### src/rtl/tx_eq_pkg.sv
// Shared types and constants for the TX equalizer coefficient controller.
package tx_eq_pkg;

    typedef enum logic [1:0] {
        IDLE     = 2'd0,
        WAIT_BND = 2'd1,
        FLUSH    = 2'd2
    } state_e;

    localparam logic [1:0] ADDR_K1 = 2'd0;
    localparam logic [1:0] ADDR_K2 = 2'd1;
    localparam logic [1:0] ADDR_K3 = 2'd2;
    localparam logic [1:0] ADDR_K4 = 2'd3;

    localparam int NUM_COEF   = 4;
    localparam int DEF_COEF_W = 16;

endpackage

### src/rtl/tx_eq_frame_cnt.sv
// Free-running TX frame counter: 0..FRAME_LEN-1, wraps, never stalls.
module tx_eq_frame_cnt
    import tx_eq_pkg::*;
#(
    parameter int FRAME_LEN = 64,
    localparam int CNT_W    = $clog2(FRAME_LEN)
) (
    input  logic             clk,
    input  logic             rst,
    output logic [CNT_W-1:0] count_o,
    output logic             sof_o,
    output logic             eof_o
);

    logic [CNT_W-1:0] count_q, count_d;

    assign eof_o = (count_q == CNT_W'(FRAME_LEN - 1));
    assign sof_o = (count_q == '0);

    always_comb begin
        count_d = count_q + 1'b1;
        if (eof_o) begin
            count_d = '0;
        end
    end

    always_ff @(posedge clk) begin
        if (!rst) begin
            count_q <= '0;
        end else begin
            count_q <= count_d;
        end
    end

    assign count_o = count_q;

endmodule

### src/rtl/tx_eq_coeff_ctrl.sv
// Shadow/active coefficient registers for the TX equalizer with atomic
// frame-boundary commit followed by a history flush window.
module tx_eq_coeff_ctrl
    import tx_eq_pkg::*;
#(
    parameter int                COEF_W       = DEF_COEF_W,
    parameter int                FRAME_LEN    = 64,
    parameter int                FLUSH_CYCLES = 3,
    parameter logic [COEF_W-1:0] RST_K1       = COEF_W'(1),
    parameter logic [COEF_W-1:0] RST_K2       = COEF_W'(0),
    parameter logic [COEF_W-1:0] RST_K3       = COEF_W'(0),
    parameter logic [COEF_W-1:0] RST_K4       = COEF_W'(0)
) (
    input  logic              clk,
    input  logic              rst,
    input  logic              cfg_valid,
    output logic              cfg_ready,
    input  logic [1:0]        cfg_addr,
    input  logic [COEF_W-1:0] cfg_data,
    input  logic              cfg_commit,
    output logic              commit_done,
    output logic              commit_err,
    output logic [COEF_W-1:0] k1,
    output logic [COEF_W-1:0] k2,
    output logic [COEF_W-1:0] k3,
    output logic [COEF_W-1:0] k4,
    output logic              eq_flush,
    output logic              frame_sof,
    output logic              busy
);

    localparam int FC_W  = (FLUSH_CYCLES > 1) ? $clog2(FLUSH_CYCLES) : 1;
    localparam int CNT_W = $clog2(FRAME_LEN);

    state_e            state_q, state_d;
    logic [FC_W-1:0]   flush_cnt_q, flush_cnt_d;
    logic              done_q, done_d;
    logic              err_q, err_d;
    logic              apply;
    logic              wr_en;
    logic [NUM_COEF-1:0] wr_sel;
    logic [COEF_W-1:0] shadow_q [NUM_COEF];
    logic [COEF_W-1:0] k_q      [NUM_COEF];

    logic [CNT_W-1:0]  frame_count;
    logic              frame_start;
    logic              frame_end;
    logic              unused_frame_count;

    function automatic logic [COEF_W-1:0] rst_coef(input int idx);
        case (idx)
            0:       return RST_K1;
            1:       return RST_K2;
            2:       return RST_K3;
            default: return RST_K4;
        endcase
    endfunction

    tx_eq_frame_cnt #(
        .FRAME_LEN (FRAME_LEN)
    ) u_frame_cnt (
        .clk     (clk),
        .rst     (rst),
        .count_o (frame_count),
        .sof_o   (frame_start),
        .eof_o   (frame_end)
    );

    // Boundary detection uses the decoded flags; the raw count is not needed here.
    assign unused_frame_count = ^frame_count;

    // Writes only land while idle, so the shadow set is frozen during a commit.
    assign wr_en = cfg_valid && (state_q == IDLE);

    for (genvar gi = 0; gi < NUM_COEF; gi++) begin : g_wr_sel
        assign wr_sel[gi] = wr_en && (cfg_addr == 2'(gi));
    end

    always_comb begin
        state_d     = state_q;
        flush_cnt_d = flush_cnt_q;
        apply       = 1'b0;
        done_d      = 1'b0;
        err_d       = cfg_commit && (state_q != IDLE);
        case (state_q)
            IDLE: begin
                if (cfg_commit) begin
                    state_d = WAIT_BND;
                end
            end
            WAIT_BND: begin
                if (frame_end) begin
                    apply       = 1'b1;
                    flush_cnt_d = FC_W'(FLUSH_CYCLES - 1);
                    state_d     = FLUSH;
                end
            end
            FLUSH: begin
                if (flush_cnt_q == '0) begin
                    state_d = IDLE;
                    done_d  = 1'b1;
                end else begin
                    flush_cnt_d = flush_cnt_q - 1'b1;
                end
            end
            default: begin
                state_d = IDLE;
            end
        endcase
    end

    always_ff @(posedge clk) begin
        if (!rst) begin
            state_q     <= IDLE;
            flush_cnt_q <= '0;
            done_q      <= 1'b0;
            err_q       <= 1'b0;
        end else begin
            state_q     <= state_d;
            flush_cnt_q <= flush_cnt_d;
            done_q      <= done_d;
            err_q       <= err_d;
        end
    end

    // All four active coefficients move on the same edge as the wrap to count 0.
    always_ff @(posedge clk) begin
        if (!rst) begin
            for (int i = 0; i < NUM_COEF; i++) begin
                shadow_q[i] <= rst_coef(i);
                k_q[i]      <= rst_coef(i);
            end
        end else begin
            for (int i = 0; i < NUM_COEF; i++) begin
                if (wr_sel[i]) begin
                    shadow_q[i] <= cfg_data;
                end
                if (apply) begin
                    k_q[i] <= shadow_q[i];
                end
            end
        end
    end

    assign cfg_ready   = (state_q == IDLE);
    assign busy        = (state_q != IDLE);
    assign eq_flush    = (state_q == FLUSH);
    assign commit_done = done_q;
    assign commit_err  = err_q;
    assign frame_sof   = frame_start;
    assign k1          = k_q[ADDR_K1];
    assign k2          = k_q[ADDR_K2];
    assign k3          = k_q[ADDR_K3];
    assign k4          = k_q[ADDR_K4];

endmodule

### config.mk
export PLATFORM = sky130hd
export DESIGN_NAME = tx_eq_coeff_ctrl
export DESIGN_NICKNAME = d
export VERILOG_FILES = /design/src/rtl/tx_eq_pkg.sv /design/src/rtl/tx_eq_frame_cnt.sv /design/src/rtl/tx_eq_coeff_ctrl.sv
export SDC_FILE = /design/constraint.sdc
export NUM_CORES = 1
export LEC_CHECK = 0
export ABC_AREA = 1
export ABC_CLOCK_PERIOD_IN_PS = 3300
export CAP_MARGIN = 20
export CORE_MARGIN = 1
export CORE_UTILIZATION = 25
export CTS_BUF_LIST = sky130_fd_sc_hd__clkbuf_4
export CTS_CLUSTER_SIZE = 28
export DETAILED_ROUTE_END_ITERATION = 8
export RECOVER_POWER = 100
export SYNTH_ARGS = -nofsm -noshare
export SYNTH_HDL_FRONTEND = slang
export SYNTH_SLANG_ARGS = --single-unit
### constraint.sdc
create_clock -name clk -period 3.3 [get_ports clk]
set_clock_uncertainty 0.2 [all_clocks]
set_input_delay 0.33 -clock clk [delete_from_list [all_inputs] [get_ports clk]]
set_output_delay 0.33 -clock clk [all_outputs]
set_load 0.1 [all_outputs]
==> metrics.txt <==
Overall Global Routing Usage 0.100; area growth from synthesis to layout 21.4%; CP max FO 4; Root Driver clkbuf_4; post-synth cell types 29; switching pwr ~1 mW; min-delay worst type in -> reg; status finished clean; setup TNS 0 ps; DR vias/cell 3.82; WP data required around 2800 ps; clock power share 0.339; critical path class reg -> out; crit path launch type flip-flop; worst r2r src u_frame_cnt.count_o[0]$_SDFF_PP0_; Die W 150 um; max frequency about 0.37 GHz; initial DRC count between 150 and 200; Placed Instances 790; WP data arrival about 2200 ps; CTS tree done; vias in the first global route roughly 3.0k; Seq cells post-synth between 100 and 150; combinational power share 0.109; crit path time final approximately 2700 ps; port bufs 91; Slew Limit Fails 0; Final Wtd Congestion roughly 0.76; RSZ-0062 raised after global routing false; Syn Nets roughly 450; share of cells above drive strength 1 0.0932; WL/cell 13.1 um; first-pass GRT wire length around 16 mm; Post-CTS Repair Setup Buffers 0; initial antenna violation count 0; Clock Sinks 140; Final Util 0.313; total CTS buffers 17; switching fraction of total power 0.269; Slew headroom 0.119; setup violators final 0; io pins between 90 and 100; Worst-Margin Slew around 1300 ps; Min-Delay Endpoint commit_err$_SDFF_PN0_; Die Height 150 um; fin cells 822; Post-Syn Instances around 430; Final Net Count between 500 and 600; final hold viol count 0; Critical Path Sink Type output pin; Core ar. ~0.021 mm2; Hold Buf Count CTS 0; Pleak 2.61 nW; clk_lat worst skew about 540 ps; H-tree levels 4; worst hold stages 3; Synth Cell Area roughly 0.0055 mm2; sequential cell area fraction in the yosys report 0.746; Std-Cell Rows 53; drt drc 0; final worst slack ~590 ps; Max-cap violations 0; commonest cells after routing, fill and taps aside 128 x edfxtp_1, 125 x nor2_1, 96 x inv_1, 45 x clkbuf_1, 31 x dlygate4sd3_1; FF-to-FF End k_q[1][15]$_SDFFCE_PN0P_; vias after detailed routing ~3.1k; commonest non-fill, non-tap cell in the layout edfxtp_1; Reg clk slew, reported paths between 100 and 150 ps; cell depth of the worst flop-to-flop path 8; power share of the sequential group 0.552; pin count of the biggest net entering global routing 65; R2R Setup Slk between 700 and 800 ps; Max Root-Sink Buffers 2; Cell Int Power around 2.7 mW; die area 0.0225 mm2; DP Worst Slack between 800 and 900 ps; Synth Area per Inst 12.8 um2; grt total ovfl 0; P per Cell Area roughly 550 mW/mm2; Hold Path Origin cfg_commit; top cell type's share of synthesized area 0.702; hpwl dp between 7 and 8 mm; cell taking the most area after synthesis edfxtp_1; Yosys warnings 0; Final period util 0.822; Final ANT Viol Nets 0; final wirelength between 10 and 15 mm; n_diodes 0; Starting Density 0.258; Worst VDD drop about 0.21 mV; Area contributors post-synth edfxtp_1 70%, nor2_1 7.9%, inv_1 6.4%; Post-CTS Resized 0; first-pass iteration count of the detailed router 4
==> power by group through the flow <==
stage / Clock, mW / Sequential, mW / Combinational, mW
2_1_floorplan: 0 / 2.27 / 0.112
3_3_place_gp: 0 / 2.07 / 0.439
3_5_place_dp: 0 / 2.07 / 0.443
4_1_cts: 1.27 / 2.02 / 0.443
5_1_grt: 1.35 / 2.03 / 0.421
6_report: 1.24 / 2.02 / 0.399
==> flip-flops by register name, indices dropped and copies added, names as in the netlist <==
| signal | cells |
|---|---|
| k_q | 64 |
| shadow_q | 64 |
| u_frame_cnt.count_o | 6 |
| flush_cnt_q | 2 |
| state_q | 2 |
| commit_done | 1 |
| commit_err | 1 |
==> synthesized netlist by cell type, drive strengths merged <==
cell    count
nor3        2
o21ai       1
nand4       6
nand2       9
clkbuf      1
ha          3
o31ai       4
nand3       7
o21a        1
or2         2
dfxtp      12
nor2      138
xor2        2
inv        97
xnor2       1
edfxtp    128
nor4        1
buf        11
a21oi       3
==> cell type report <==
cell class              count  area [um2]
multi-input cells         180         835
clock inverters            14         190
inverters                  97         365
fillers                  2216       14600
clock buffers              18         135
repair buffers             98         692
well taps                 275         344
flip-flops and latches    140        4080
==> per-layer routing <==
metal  up-vias  share of wire  track usage
li1       1572              -            -
met1      1474           0.41        0.112
met2        85           0.50        0.169
met3         6          0.078       0.0470
met4         0         0.0073       0.0303
met5         -              0            0
==> logic make-up after synthesis <==
| kind of cell | after synthesis | synth area share |
|---|---|---|
| buffers and inverters | 109 | 0.0857 |
| and+or+nand+nor | 165 | 0.146 |
| DFF | 140 | 0.746 |
| AOI/OAI and AO/OA | 9 | 0.0105 |
| xor gates and xnor gates | 3 | 0.00480 |
| adders and majority gates | 3 | 0.00686 |
==> per-stage QoR <==
stage / hold slack (ps) / area (um2) / total power [mW]
2_1_floorplan: 230 / 5470 / 2.38
3_3_place_gp: 246 / 6630 / 2.50
3_5_place_dp: 251 / 6630 / 2.51
4_1_cts: 101 / 6950 / 3.74
5_1_grt: 133 / 6650 / 3.81
6_report: 155 / 6650 / 3.66
==> critical path: stages, from the launching register on <==
cell	delay [ps]
dfxtp_1	350
inv_1	60
ha_1	140
nand3_1	70
nor3_1	150
clkbuf_1	880
==> worst max path at each step <==
stage,startpoint,to,depth (start not counted)
CTS,k_q[1][13]$_SDFFCE_PN0P_,k2[13],1
global placement,rst,shadow_q[0][0]$_SDFFCE_PN1P_,4
floorplan,u_frame_cnt.count_o[0]$_SDFF_PP0_,frame_sof,4
finish,u_frame_cnt.count_o[0]$_SDFF_PP0_,frame_sof,5
detailed placement,rst,shadow_q[0][0]$_SDFFCE_PN1P_,4
global route,u_frame_cnt.count_o[0]$_SDFF_PP0_,frame_sof,5
Note: power is estimated with default switching activity, not from simulation.
